## src/rtl/reaction_timer_pkg.sv

```systemverilog
// Shared types and helpers for the multi-channel reaction timer.
// Pure declarations: no logic, no latency.
package reaction_timer_pkg;

   typedef enum logic [1:0] {
      IDLE  = 2'd0,
      DELAY = 2'd1,
      STIM  = 2'd2,
      DONE  = 2'd3
   } rt_state_t;

   localparam int                LFSR_W    = 8;
   // Shift-left Fibonacci taps for x^8+x^6+x^5+x^4+1, feedback enters bit 0
   localparam logic [LFSR_W-1:0] LFSR_TAPS = 8'hB8;
   localparam logic [LFSR_W-1:0] LFSR_SEED = 8'hFF;

   function automatic logic [3:0] clamp_delay(input logic [3:0] raw, input int min_s, input int max_s);
      logic [3:0] d;
      if (int'(raw) < min_s)
         d = 4'(min_s);
      else if (int'(raw) > max_s)
         d = 4'(max_s);
      else
         d = raw;
      return d;
   endfunction

endpackage

```

## src/rtl/ms_prescaler.sv

```systemverilog
// Free-running 1 ms tick generator; tick is combinational on the terminal count.
// sync_clr restarts the period so the first tick lands CLK_HZ/1000 cycles later.
module ms_prescaler #(
   parameter int CLK_HZ = 100_000_000
) (
   input  logic clk,
   input  logic rst,
   input  logic sync_clr,
   output logic ms_tick
);

   localparam int P  = CLK_HZ / 1000;
   localparam int CW = (P > 1) ? $clog2(P) : 1;
   localparam logic [CW-1:0] TERM = CW'(P - 1);

   logic [CW-1:0] cnt;

   always_ff @(posedge clk or posedge rst) begin
      if (rst)
         cnt <= '0;
      else if (sync_clr || cnt == TERM)
         cnt <= '0;
      else
         cnt <= cnt + CW'(1);
   end

   assign ms_tick = (cnt == TERM);

endmodule

```

## src/rtl/reaction_timer_mc.sv

```systemverilog
// Multi-channel reaction timer: random delay, stimulus, per-channel ms capture, winner and best time.
// All outputs registered; results visible one cycle after the capturing stop pulse.
module reaction_timer_mc
   import reaction_timer_pkg::*;
#(
   parameter int CLK_HZ    = 100_000_000,
   parameter int N_CH      = 2,
   parameter int TIME_W    = 14,
   parameter int MAX_MS    = 9999,
   parameter int MIN_DLY_S = 2,
   parameter int MAX_DLY_S = 15
) (
   input  logic                                     clk,
   input  logic                                     rst,
   input  logic                                     start,
   input  logic                                     clear,
   input  logic [N_CH-1:0]                          stop,
   output logic                                     stim_led,
   output logic                                     busy,
   output logic                                     done,
   output logic [N_CH-1:0]                          false_start,
   output logic [N_CH*TIME_W-1:0]                   rt_ms,
   output logic [((N_CH > 1) ? $clog2(N_CH) : 1)-1:0] winner,
   output logic                                     winner_valid,
   output logic [TIME_W-1:0]                        best_ms
);

   localparam int                WIN_W  = (N_CH > 1) ? $clog2(N_CH) : 1;
   localparam logic [TIME_W-1:0] MAX_T  = TIME_W'(MAX_MS);
   localparam logic [TIME_W-1:0] SAT_M1 = TIME_W'(MAX_MS - 1);
   localparam logic [TIME_W-1:0] MS_END = TIME_W'(999);

   rt_state_t         state, state_nxt;
   logic [LFSR_W-1:0] lfsr;
   logic [3:0]        dly_s, sec_cnt;
   logic [TIME_W-1:0] ms_cnt;
   logic [N_CH-1:0]   lock, lock_nxt, fs_nxt;
   logic [TIME_W-1:0] rt_q   [N_CH];
   logic [TIME_W-1:0] rt_nxt [N_CH];
   logic              ms_tick, go_delay, go_stim, sat_hit;
   logic              stim_nxt, busy_nxt, done_nxt, enter_done;
   logic [WIN_W-1:0]  win_idx;
   logic              win_vld;
   logic [TIME_W-1:0] win_time;

   assign go_delay = (state == IDLE) && start && !clear;
   // ms_cnt doubles as the 0..999 sub-second count while in DELAY
   assign go_stim  = (state == DELAY) && ms_tick && (ms_cnt == MS_END) &&
                     (({1'b0, sec_cnt} + 5'd1) == {1'b0, dly_s});
   assign sat_hit  = (state == STIM) && ms_tick && (ms_cnt == SAT_M1);

   ms_prescaler #(.CLK_HZ(CLK_HZ)) u_prescaler (
      .clk      (clk),
      .rst      (rst),
      .sync_clr (go_delay || go_stim),
      .ms_tick  (ms_tick)
   );

   always_comb begin
      lock_nxt = lock;
      fs_nxt   = false_start;
      rt_nxt   = rt_q;
      for (int c = 0; c < N_CH; c++) begin
         if (clear || go_delay) begin
            lock_nxt[c] = 1'b0;
            fs_nxt[c]   = 1'b0;
            rt_nxt[c]   = '0;
         end else if (state == DELAY && stop[c] && !lock[c]) begin
            lock_nxt[c] = 1'b1;
            fs_nxt[c]   = 1'b1;
            rt_nxt[c]   = MAX_T;
         end else if (state == STIM && !lock[c]) begin
            if (stop[c]) begin
               lock_nxt[c] = 1'b1;
               rt_nxt[c]   = ms_cnt;
            end else if (sat_hit) begin
               lock_nxt[c] = 1'b1;
               rt_nxt[c]   = MAX_T;
            end
         end
      end
   end

   // Strict less-than keeps the lowest index on ties
   always_comb begin
      win_vld  = 1'b0;
      win_idx  = '0;
      win_time = MAX_T;
      for (int c = 0; c < N_CH; c++) begin
         if (lock_nxt[c] && !fs_nxt[c] && rt_nxt[c] < MAX_T && (!win_vld || rt_nxt[c] < win_time)) begin
            win_vld  = 1'b1;
            win_idx  = WIN_W'(c);
            win_time = rt_nxt[c];
         end
      end
   end

   always_ff @(posedge clk or posedge rst) begin
      if (rst)
         state <= IDLE;
      else
         state <= state_nxt;
   end

   always_comb begin
      state_nxt = state;
      if (clear)
         state_nxt = IDLE;
      else begin
         case (state)
            IDLE:    if (start) state_nxt = DELAY;
            DELAY:   if (&lock_nxt) state_nxt = DONE;
                     else if (go_stim) state_nxt = STIM;
            STIM:    if (&lock_nxt || sat_hit) state_nxt = DONE;
            default: state_nxt = state;
         endcase
      end
   end

   always_comb begin
      stim_nxt   = (state_nxt == STIM);
      busy_nxt   = (state_nxt == DELAY) || (state_nxt == STIM);
      done_nxt   = (state_nxt == DONE);
      enter_done = (state_nxt == DONE) && (state != DONE);
   end

   always_ff @(posedge clk or posedge rst) begin
      if (rst) begin
         lfsr         <= LFSR_SEED;
         dly_s        <= '0;
         sec_cnt      <= '0;
         ms_cnt       <= '0;
         lock         <= '0;
         false_start  <= '0;
         rt_q         <= '{default: '0};
         stim_led     <= 1'b0;
         busy         <= 1'b0;
         done         <= 1'b0;
         winner       <= '0;
         winner_valid <= 1'b0;
         best_ms      <= MAX_T;
      end else begin
         if (state == IDLE)
            lfsr <= {lfsr[LFSR_W-2:0], ^(lfsr & LFSR_TAPS)};
         if (go_delay)
            dly_s <= clamp_delay(lfsr[3:0], MIN_DLY_S, MAX_DLY_S);

         if (go_delay || go_stim) begin
            sec_cnt <= '0;
            ms_cnt  <= '0;
         end else if (state == DELAY && ms_tick) begin
            if (ms_cnt == MS_END) begin
               ms_cnt  <= '0;
               sec_cnt <= sec_cnt + 4'd1;
            end else
               ms_cnt <= ms_cnt + TIME_W'(1);
         end else if (state == STIM && ms_tick && ms_cnt != MAX_T)
            ms_cnt <= ms_cnt + TIME_W'(1);

         lock        <= lock_nxt;
         false_start <= fs_nxt;
         rt_q        <= rt_nxt;
         stim_led    <= stim_nxt;
         busy        <= busy_nxt;
         done        <= done_nxt;

         if (clear || go_delay) begin
            winner       <= '0;
            winner_valid <= 1'b0;
         end else if (enter_done) begin
            winner       <= win_idx;
            winner_valid <= win_vld;
            if (win_vld && win_time < best_ms)
               best_ms <= win_time;
         end
      end
   end

   for (genvar c = 0; c < N_CH; c++) begin : g_ch
      assign rt_ms[c*TIME_W +: TIME_W] = rt_q[c];
   end

endmodule

```

## config.mk

```make
export PLATFORM = sky130hd
export DESIGN_NAME = reaction_timer_mc
export DESIGN_NICKNAME = d
export VERILOG_FILES = /design/src/rtl/reaction_timer_pkg.sv /design/src/rtl/ms_prescaler.sv /design/src/rtl/reaction_timer_mc.sv
export SDC_FILE = /design/constraint.sdc
export NUM_CORES = 1
export LEC_CHECK = 0
export ABC_AREA = 1
export CAP_MARGIN = 0
export CORE_AREA = 2 2 102 104
export CTS_BUF_LIST = sky130_fd_sc_hd__clkbuf_4
export CTS_CLUSTER_DIAMETER = 150
export DETAILED_ROUTE_END_ITERATION = 6
export DIE_AREA = 0 0 104 106
export GPL_ROUTABILITY_DRIVEN = 0
export PLACE_DENSITY = 0.84
export SLEW_MARGIN = 20
export SYNTH_ARGS = -nofsm -noshare
export SYNTH_HDL_FRONTEND = slang
export SYNTH_SLANG_ARGS = --single-unit
```

## constraint.sdc

```tcl
create_clock -name clk -period 5.5 [get_ports clk]
set_input_delay 0.55 -clock clk [delete_from_list [all_inputs] [get_ports clk]]
set_output_delay 0.55 -clock clk [all_outputs]
set_load 0.005 [all_outputs]
```

==> metrics.md <==
| Metric | Value |
|---|---|
| Status | finished, violations left |
| Failing checks | design-rule violations |
| Switching portion of total power | 29.8% |
| DR DRC count | 14 |
| Post-synth EDFFs | 0 |
| Crit path max fanout | 16 |
| Top cells by area, synth | dfrtp_1 36%, nand2_1 13%, dfstp_2 7.2%, ha_1 6.8%, inv_1 6.7% |
| Synth Register Bits | 100 |
| Setup CP Type | reg2reg |
| Die ar. | 11,000 sq um |
| Post-DP HPWL | 11.8 mm |
| Setup crit end kind | register |
| Crit path top cell by count | nand2_1 |
| Reg clk slew, reported paths | 0.16 ns |
| Synth area leader | dfrtp_1 |
| Clock root cell | clkbuf_4 |
| RSZ-0062 raised after global routing | true |
| CTS tree | done |
| Seq/Total Area, Yosys | 43.0% |
| Switching pwr | 0.467 mW |
| Syn_area_per_cell | 7.63 sq um |
| Maximum clock frequency | 0.188 GHz |
| Post-Syn Nets | 806 |
| R2r worst-path depth | 35 |
| First-pass GRT wire length | 25.7 mm |
| Max rail drop VDD | 168 uV |
| Clock buffer count from CTS | 9 |
| CP peak stage delay | 0.45 ns |
| Sequential power share | 56.5% |
| R2r endpoint | best_ms[11] |
| Port Buffers | 54 |
| Fin Setup TNS | 0 ns |
| Largest net degree at the start of global routing | 61 |
| Number of distinct library cells after synthesis | 42 |
| Worst EP arrival | 5.68 ns |
| Worst Skew | 0.0214 ns |
| Final Util | 69.2% |
| Grt ovf | 0 |
| Post-synth top area share | 35.9% |
| Antenna diodes | 0 |
| Fin. Hold Viols | 0 |
| Hold-fix buffers, CTS | 0 |
| Layout area overhead | 18.0% |
| Vias/cell | 5.67 |
| Crit share post-route | 96.6% |
| Wire length per cell | 15.9 microns |
| H-tree levels | 3 |
| PwrDens | 227 nW/um^2 |
| Int Pwr | 1.10 mW |
| Post-synth top flop | dfrtp_1 |
| Leak | 3.34 nW |
| R2R Setup Slk | 0.19 ns |
| DR iter-0 viols | 522 |
| Fillcell total | 804 |
| Maximum clock insertion buffer count | 2 |
| Most numerous cell in the Yosys netlist | nand2_1 |
| Clock power frac | 25.1% |
| Relative slew slack | 49.2% |
| Synth async-reset ratio | 100% |
| Top Ports | 55 |
| Vias | 5,627 |
| FP Rows | 37 |
| Clk sinks | 100 |
| Setup violators final | 0 |
| Post-layout minimum cycle time | 5.31 ns |
| Core area | 10000 sq um |
| Reg-to-Reg Start | ms_cnt[12] |
| Vias in the first global route | 5,477 |
| Detail Route Antenna Nets | 0 |
| Die Ht | 106 microns |
| Overall routed net length | 15.8 mm |
| Max-slew violations | 0 |
| Post-Syn Area | 5860 sq um |
| Fraction of layout cells with a size suffix above 1 | 12.0% |
| Initial Util | 58.6% |
| Crit start category | register |
| Worst Path Required | 5.87 ns |
| Drt pass-1 iters | 7 |
| Slew @ Worst Pin | 0.761 ns |
| Post-Synthesis Cells | 768 |
| Synthesis warning total | 0 |
| Chip width | 104 microns |
| Clk Latency, worst-skew pair | 0.46 ns |
| Logic gate share of total power | 18.4% |
| GRT Total Usage | 29.1% |
| Slowest-stage cell, CP | dfrtp_1 |
| Nets@finish | 890 |
| Worst hold path class | in2async |
| MaxCap Viol Count | 0 |
| Initial antenna violation count | 0 |
| Commonest cells in the netlist | 202 x nand2_1, 104 x inv_1, 84 x dfrtp_1, 75 x nor2_1, 50 x nand3_1 |
-- kinds of logic after synthesis --
| group | Yosys count | synth area share (%) |
|---|---|---|
| fa+ha+maj | 32 | 6.83 |
| compound gates | 115 | 11.1 |
| xor+xnor | 12 | 1.79 |
| buf+inv | 129 | 8.75 |
| simple gates | 378 | 28.1 |
| mux | 2 | 0.384 |
| flops | 100 | 43.0 |
-- routing by layer --
metal,global-route usage [%],wire length [microns],vias to the layer above
li1,-,-,2656
met1,35.2,6170,2646
met2,51.5,7940,269
met3,4.97,1140,56
met4,12.1,516,0
met5,0,0,-
-- layout by cell type (no fill, tap or decap), types with 5 or more instances in the layout --
cell | netlist | routed
o22ai_1 | 8 | 8
clkbuf_4 | 0 | 12
xor2_1 | 8 | 8
nand3_1 | 50 | 50
nand4_1 | 8 | 8
a21oi_1 | 43 | 43
o21ai_0 | 35 | 31
buf_4 | 2 | 31
o31ai_1 | 5 | 5
inv_2 | 10 | 10
nand2_1 | 202 | 199
dfstp_2 | 16 | 16
ha_1 | 32 | 32
nor2_1 | 75 | 74
nand2_4 | 4 | 5
dfrtp_1 | 84 | 83
inv_1 | 104 | 103
clkdlybuf4s50_1 | 0 | 54
o21ai_1 | 8 | 12
nor3_1 | 20 | 19
nor4_1 | 5 | 5
-- registers in the layout (all words and copies together) (netlist names) --
signal and cells:
rt_ms 28, u_prescaler.cnt 17, best_ms 14, ms_cnt 14
lfsr 8, dly_s 4, sec_cnt 4, false_start 2
lock 2, state 2, busy 1, done 1
stim_led 1, winner 1, winner_valid 1
-- through the flow --
step	total power, mW	hold slack, ns	instance area [sq um]	std cells	worst slack [ns]
2_1_floorplan	1.09	0.433	5860	768	0.587
3_3_place_gp	1.16	0.447	6650	964	0.131
3_5_place_dp	1.18	0.455	6650	964	-0.117
4_1_cts	1.57	0.457	6820	983	0.0556
5_1_grt	1.65	0.499	6920	993	-0.165
6_report	1.57	0.448	6920	993	0.185
-- worst max path at each step --
stage                       startpoint  cells after the start           to
floorplan           u_prescaler.cnt[0]                     39   best_ms[4]
global placement               stop[0]                     33   best_ms[7]
detailed placement             stop[0]                     35  best_ms[11]
CTS                 u_prescaler.cnt[0]                     38  best_ms[11]
global route        u_prescaler.cnt[0]                     37   best_ms[3]
finish                      ms_cnt[12]                     35  best_ms[11]
-- timing repair --
| item | 4_1_cts | 5_1_grt |
|---|---|---|
| buffers inserted | 3 | 9 |
| cloned | 0 | 1 |
| pin swaps | 0 | 5 |
| setup endpoints to repair | 14 | 14 |
| resized for setup | 2 | 14 |
-- power by group through the flow --
| stage | clock network [mW] | registers [mW] | logic, mW |
|---|---|---|---|
| after global placement | 0 | 0.895 | 0.266 |
| after detailed placement | 0 | 0.897 | 0.278 |
| after CTS | 0.400 | 0.884 | 0.281 |
| after floorplan | 0 | 0.881 | 0.207 |
| after global routing | 0.427 | 0.895 | 0.328 |
| final | 0.394 | 0.886 | 0.288 |
-- critical path: cells and delay by family, from the launching register on --
| family | cells | cell delay [ns] |
|---|---|---|
| buf+inv | 4 | 0.49 |
| fa+ha+maj | 2 | 0.58 |
| flops | 1 | 0.45 |
| compound gates | 7 | 1.13 |
| simple gates | 22 | 2.58 |
-- final cells by class --
class,instances,area [sq um],area share (%)
Inverter,115,442,6.38
Timing Repair Buffer,86,785,11.3
Clock buffer,12,90.1,1.30
Tap cell,136,170,2.46
Multi-Input combinational cell,540,2860,41.3
Sequential cell,100,2520,36.5
Clock inverter,4,50.0,0.723
Power figures use the tool's default switching activity.
